$ cat src/rtl/riscv_pkg.sv
// riscv_pkg: shared register-file geometry and writeback source encoding.
package riscv_pkg;
  localparam int REG_WIDTH = 32;
  localparam int REG_COUNT = 32;
  localparam int REG_BITS = $clog2(REG_COUNT);
  typedef enum logic [1:0] {WB_SRC_ALU, WB_SRC_MEM, WB_SRC_PC} wb_src_e;
endpackage

$ cat src/rtl/reg_scoreboard.sv
// reg_scoreboard: per-register busy bits for in-flight long-unit results.
module reg_scoreboard #(
  parameter int REG_COUNT = riscv_pkg::REG_COUNT,
  parameter int REG_BITS = $clog2(REG_COUNT)
) (
  input  logic                 clk,
  input  logic                 rstn,
  input  logic                 set_en,
  input  logic [REG_BITS-1:0]  set_reg,
  input  logic                 clr_en,
  input  logic [REG_BITS-1:0]  clr_reg,
  output logic [REG_COUNT-1:0] busy
);
  logic [REG_COUNT-1:0] busy_q, busy_d;
  // set is applied after clear so an issue racing a drain keeps the bit; x0 never busy
  assign busy_d = ((busy_q & ~(REG_COUNT'(clr_en) << clr_reg)) | (REG_COUNT'(set_en) << set_reg))
                  & ~REG_COUNT'(1);
  assign busy = busy_q;
  always_ff @(posedge clk or negedge rstn)
    if (!rstn) busy_q <= '0;
    else busy_q <= busy_d;
endmodule

$ cat src/rtl/regfile_write_arbiter.sv
// regfile_write_arbiter: shares the register-file write port between writeback
// and a one-entry long-unit result buffer, with starvation-forced writeback freeze.
module regfile_write_arbiter #(
  parameter int REG_WIDTH = riscv_pkg::REG_WIDTH,
  parameter int REG_COUNT = riscv_pkg::REG_COUNT,
  parameter int REG_BITS = $clog2(REG_COUNT),
  parameter int STARVE_LIMIT = 4
) (
  input  logic                 clk,
  input  logic                 rstn,
  input  logic                 wb_en,
  input  logic [REG_BITS-1:0]  wb_reg,
  input  logic [REG_WIDTH-1:0] wb_data,
  input  logic                 lu_issue,
  input  logic [REG_BITS-1:0]  lu_issue_reg,
  input  logic                 lu_valid,
  input  logic [REG_BITS-1:0]  lu_reg,
  input  logic [REG_WIDTH-1:0] lu_data,
  output logic                 lu_ready,
  output logic                 rf_write_en,
  output logic [REG_BITS-1:0]  rf_write_reg,
  output logic [REG_WIDTH-1:0] rf_write_data,
  output logic                 wb_hold,
  output logic [REG_COUNT-1:0] busy
);
  localparam int CW = $clog2(STARVE_LIMIT + 1);
  logic                 hold_valid_q, hold_valid_d;
  logic [REG_BITS-1:0]  hold_reg_q, hold_reg_d;
  logic [REG_WIDTH-1:0] hold_data_q, hold_data_d;
  logic [CW-1:0]        wait_q, wait_d;
  logic                 wb_hold_q, wb_hold_d;
  logic                 accept, drain, take_wb, lost, starve;
  logic [REG_BITS-1:0]  sel_reg;
  logic [REG_WIDTH-1:0] sel_data;
  assign lu_ready = !hold_valid_q;
  assign wb_hold = wb_hold_q;
  assign accept = lu_valid && lu_ready;
  // a frozen writeback cycle always belongs to the buffered result
  assign drain = hold_valid_q && (wb_hold_q || !wb_en);
  assign take_wb = !drain && wb_en && !wb_hold_q;
  assign lost = hold_valid_q && wb_en && !wb_hold_q;
  assign starve = lost && wait_q == CW'(STARVE_LIMIT - 1);
  assign sel_reg = drain ? hold_reg_q : wb_reg;
  assign sel_data = drain ? hold_data_q : wb_data;
  always_comb begin
    rf_write_en = (drain || take_wb) && sel_reg != '0;
    rf_write_reg = rf_write_en ? sel_reg : '0;
    rf_write_data = rf_write_en ? sel_data : '0;
    hold_valid_d = drain ? 1'b0 : (accept && lu_reg != '0) ? 1'b1 : hold_valid_q;
    hold_reg_d = accept ? lu_reg : hold_reg_q;
    hold_data_d = accept ? lu_data : hold_data_q;
    wait_d = (drain || starve) ? '0 : lost ? wait_q + CW'(1) : wait_q;
    wb_hold_d = starve;
  end
  always_ff @(posedge clk or negedge rstn)
    if (!rstn) begin
      hold_valid_q <= 1'b0;
      hold_reg_q <= '0;
      hold_data_q <= '0;
      wait_q <= '0;
      wb_hold_q <= 1'b0;
    end else begin
      hold_valid_q <= hold_valid_d;
      hold_reg_q <= hold_reg_d;
      hold_data_q <= hold_data_d;
      wait_q <= wait_d;
      wb_hold_q <= wb_hold_d;
    end
  reg_scoreboard #(.REG_COUNT(REG_COUNT), .REG_BITS(REG_BITS)) u_sb (
    .clk(clk),
    .rstn(rstn),
    .set_en(lu_issue && lu_issue_reg != '0),
    .set_reg(lu_issue_reg),
    .clr_en(drain),
    .clr_reg(hold_reg_q),
    .busy(busy)
  );
endmodule

$ cat config.mk
export PLATFORM = sky130hd
export DESIGN_NAME = regfile_write_arbiter
export DESIGN_NICKNAME = d
export VERILOG_FILES = /design/src/rtl/riscv_pkg.sv /design/src/rtl/reg_scoreboard.sv /design/src/rtl/regfile_write_arbiter.sv
export SDC_FILE = /design/constraint.sdc
export NUM_CORES = 1
export LEC_CHECK = 0
export ABC_AREA = 1
export CORE_MARGIN = 5
export CORE_UTILIZATION = 40
export DETAILED_ROUTE_END_ITERATION = 8
export PLACE_DENSITY = 0.75
export SYNTH_ARGS = -nofsm -noshare
export SYNTH_HDL_FRONTEND = slang
export SYNTH_SLANG_ARGS = --single-unit
$ cat constraint.sdc
create_clock -name clk -period 4.59 [get_ports clk]
set_clock_uncertainty 0.15 [all_clocks]
set_input_delay 0.918 -clock clk [delete_from_list [all_inputs] [get_ports clk]]
set_output_delay 0.918 -clock clk [all_outputs]
set_load 0.02 [all_outputs]
**Word-level counts from Yosys, hierarchy flattened**

Index checks and enable logic that the tools add are counted.

- Logic and storage cells: 43
- Output and inout port bits: 72
- Input bits: 84
- Register bits after elaboration: 73

- Reductions and logical operators: 22
- Bitwise gates (word level): 3
- Shift operators: 2
- Eq/ne operators: 1
- Multiplexer cells: 8
- $add $sub $neg: 1

Operator list:

| operator | count |
|---|---|
| two-way mux 32 bit | 2 |
| << shifter 1 x 5 -> 32 bit | 2 |
| bitwise AND 32 bit | 1 |
| NOT 32 bit | 1 |
| bitwise OR 32 bit | 1 |
| nonzero test 5 bit | 3 |
| logical AND 1 bit | 10 |
| two-way mux 5 bit | 2 |
| two-way mux 3 bit | 2 |
| zero test 1 bit | 4 |
| nonzero test 2 bit | 2 |
| adder 3 x 1 -> 3 bit, second input constant | 1 |
| == test 3 x 2 -> 1 bit, second input constant | 1 |
| logical OR 1 bit | 3 |
| two-way mux 1 bit | 2 |

**Longest topological paths before layout**

- Depth after elaboration: 9
- Depth in mapped cells: 10

**Modules after synthesis**

Synthesis repeated with hierarchy kept, for this count alone.

- Cells, all modules: 513
- Area total of the unflattened synthesis: 4,045.1 µm²

Modules (own cells, without submodules):

| module | sequential area each (µm²) | area an instance (µm²) | cells an instance | instances |
|---|---|---|---|---|
| regfile_write_arbiter | 1,051.0 | 2,443.6 | 314 | 1 |
| reg_scoreboard | 775.7 | 1,601.5 | 199 | 1 |

**Worst setup path after synthesis**

Ideal clock, no wire load.

- Kind: input-to-output
- Start: in wb_en
- End: out rf_write_data[22]
- Path slack: 1.549 ns
- Data required time: 3.522 ns
- Arrival time: 1.973 ns
- Path buffers: 2
- Stages: 9
- Path through: nand2_2 -> nand2_2 -> buf_6 -> nand2_1 -> nand2_1 -> nand3_1 -> o21bai_4 -> buf_6 -> nor2_1

- Longest elaborated chain between the ends: 9
- Elaborated cells between the ends (all ways): 12

RTL lines:

| what | line | text |
|---|---|---|
| from (decl) | regfile_write_arbiter.sv:11 | `input logic wb_en,` |
| branches (longest 8 deep; another with two-way mux 5 bit) | n/a |  |
| two-way mux 32 bit (*) | regfile_write_arbiter.sv:48 | `rf_write_data = rf_write_en ? sel_data : '0;` |
| to (decl) | regfile_write_arbiter.sv:22 | `output logic [REG_WIDTH-1:0] rf_write_data,` |

Every way passes the cells marked *.

**Final worst setup path**

- Start: in wb_en
- End: out rf_write_reg[1]

- Longest elaborated chain between the ends: 9
- Elaborated cells between the ends (all ways): 11

RTL lines:

| what | line | text |
|---|---|---|
| branches (longest 8 deep; another with two-way mux 5 bit) | n/a |  |
| two-way mux 5 bit (*) | regfile_write_arbiter.sv:47 | `rf_write_reg = rf_write_en ? sel_reg : '0;` |
| to (decl) | regfile_write_arbiter.sv:21 | `output logic [REG_BITS-1:0] rf_write_reg,` |

Marks and branches as above.

==> results.md <==
* Layout cells sized above 1 at ~8.7%
* Syn avg cell area at 7.61 µm²
* I/O Pins at 156
* Cell Pwr Density at 460 mW/mm²
* Max_slew headroom at 38.3%
* Clock transition at path regs at 70 ps
* Final setup fails at 0
* Drt first pass iters at 5
* Final WS setup at 319 ps
* Area leader, netlist: dfrtp_1
* Final Hold Vio Count at 0
* Synth top area share at 46.4%
* Dominant cell by count in the synthesized netlist: nand2_1
* CTS Buf Count at 9
* RSZ-0062 raised after global routing: no
* # hold bufs at CTS at 0
* Global-route wire length before repair at 18300 µm
* Crit Path Class: in2out
* Nets at 747
* GRT overflow at 0
* Routability Congestion at roughly 0.9
* Gr usage total at approximately a fifth
* Ys flop type: dfrtp_1
* Synth top cells by count: nand2_1 (183), dfrtp_1 (73), nor2_1 (58), nand3_1 (57), inv_1 (54)
* Largest stage delay on the critical path at 570 ps
* Initial Utilization at 40.6%
* Fmax at 0.234 GHz
* Core ar. at 0.00968 mm²
* MaxCap Viol Count at 0
* Slew Viols, Final at 0
* Post-Syn Nets at 603
* Die Y at 109 µm
* Number of enable flip-flop cells after synthesis at 0
* Min-Delay Path Class: reg2reg
* Worst EP required at around 3500 ps
* Place WS at 301 ps
* Crit path DAT at 3200 ps
* Routed wire length at between 10000 and 15000 µm
* Slowest cell on the critical path: clkdlybuf4s50_1
* Setup repair bufs after CTS at 0
* Antenna violations before repair at 0
* Vias in the first global route at 3742
* PostCTS Resize Cnt at 0
* Pin count of the biggest net entering global routing at 74
* Fin crit share at 93.0%
* Dominant cells by area after synthesis: dfrtp_1 (46%), nand2_1 (17%), mux2_2 (9.2%), nand3_1 (7.2%), nor2_1 (5.5%)
* CTS max path bufs at 2
* Antenna Nets Post-Route at 0
* Synth Cell Area at 0.00394 mm²
* Max VDD drop at roughly 0.29 mV
* Antenna Cells at 0
* Register area share after synthesis at 46.4%
* Layout area overhead at 47.9%
* Min cycle time layout at 4270 ps
* Dpl hpwl at 8660 µm
* Avg WL per Cell at 14.8 µm
* Die Span X at 109 µm
* Cell variety after synth at 23
* Clock Root Buffer: clkbuf_8
* Setup tns final at 0 ps
* Post-layout util at 60.1%
* DRC at 0
* Cells after Synth at 517
* Synth Warn # at 0
* Clk_lat worst skew at between 300 and 400 ps
* Drt initial violations at 264
* CP Max Fanout at 37
* CTS tree: yes
* Outcome: finished clean
* Total number of vias at between 3000 and 4000
* P_leak at 2.78 nW
* I/O Buffers at 154
* Row count at 36
* CTS sink count at 73
* # fillers at 852
* Worst slew pin tran at between 900 and 1000 ps
* Critical path endpoint category: output port
* Flops & latches, synth at 73
* Power Total at 2.68 mW
* Die Area at around 0.012 mm²
* Vias per Instance at 4.86
* Async SR Flop Fraction at 100%
* CP startpoint kind: input port
* CTS H-tree lvls at 3
* CP Cell Sequence: clkdlybuf4s50_1 -> nand2_2 -> nand2_2 -> buf_4 -> nand2_1 -> nand2_1 -> nand3_1 -> o21bai_4 -> buf_12 -> nor2_1 -> clkdlybuf4s50_1
cell families (layout without fill, tap and decap cells):
logic type | after synthesis | count (layout) | share of synthesized area [%]
mux | 32 | 32 | 9.15
compound gates | 12 | 12 | 2.03
fa+ha+maj | 2 | 2 | 0.636
flops | 73 | 73 | 46.4
buf+inv | 85 | 234 | 9.25
simple gates | 312 | 312 | 32.4
other cells | 1 | 1 | 0.0953
sequential cells by signal, indices dropped and copies added (netlist names):
| signal | flops |
|---|---|
| u_sb.busy | 31 |
| hold_valid_q | 1 |
| wait_q | 3 |
| hold_reg_q | 5 |
| wb_hold | 1 |
| hold_data_q | 32 |
area by class of cell:
class	count	area [µm²]	area share [%]
repair buffers	161	1620	27.8
flip-flops and latches	73	1830	31.4
multi-input cells	359	1750	30.0
clock buffers	12	155	2.66
clock inverters	4	98.8	1.70
well taps	133	166	2.86
inverters	57	214	3.67
cells in the final DEF (no fill, tap or decap):
cell type / n
a21oi_1: 4
clkbuf_8: 11
o21ai_0: 5
clkinv_1: 3
bufinv_16: 3
inv_1: 54
nor4_1: 2
dfrtp_1: 73
o22ai_1: 1
buf_4: 6
ha_1: 2
clkdlybuf4s50_1: 153
clkbuf_1: 1
nor3_1: 1
mux2_2: 32
nand2_2: 2
a32o_1: 1
nand4_1: 9
nand3_1: 57
clkinv_4: 1
nor2_1: 58
o21bai_4: 1
conb_1: 1
nand2_1: 183
buf_12: 2
metrics by stage:
step | area (µm²) | hold slack, ps | instances
3_5_place_dp | 5570 | 311 | 783
5_1_grt | 5820 | 353 | 799
4_1_cts | 5820 | 329 | 799
3_3_place_gp | 5570 | 309 | 783
2_1_floorplan | 3940 | 314 | 517
6_report | 5820 | 326 | 799
power breakdown:
part	internal [mW]	switching (mW)
combinational	0.514	0.562
sequential	0.835	0.142
clock	0.392	0.235
total	1.74	0.938
worst max-delay path, delay by kind of cell:
kind                   cells  cell delay [ps]
buffers and inverters      4             1480
AO/OA/AOI/OAI              1              150
AND/OR/NAND/NOR            6              650
metal layers:
| metal | part of all wire [%] | vias to the layer above | global-route usage, % |
|---|---|---|---|
| li1 | - | 1903 | - |
| met1 | 44 | 1787 | 25.6 |
| met5 | 0 | - | 0 |
| met4 | 1.4 | 0 | 6.14 |
| met3 | 8.8 | 15 | 4.38 |
| met2 | 46 | 178 | 32.1 |
path summary, 6_finish.rpt:
path	from	end	slack [ps]	cells after the start
hold / removal	u_sb.busy[2]$_DFF_PN0_	u_sb.busy[2]$_DFF_PN0_	330	2
hold reg to reg	u_sb.busy[2]$_DFF_PN0_	u_sb.busy[2]$_DFF_PN0_	330	2
setup reg to reg	wb_hold$_DFF_PN0_	u_sb.busy[30]$_DFF_PN0_	2640	9
setup / recovery	wb_en	rf_write_reg[1]	320	11
min in group asynchronous	rstn	u_sb.busy[24]$_DFF_PN0_	520	1
max in group asynchronous	rstn	wait_q[2]$_DFFE_PN0P_	3120	1
Power figures use the tool's default switching activity.
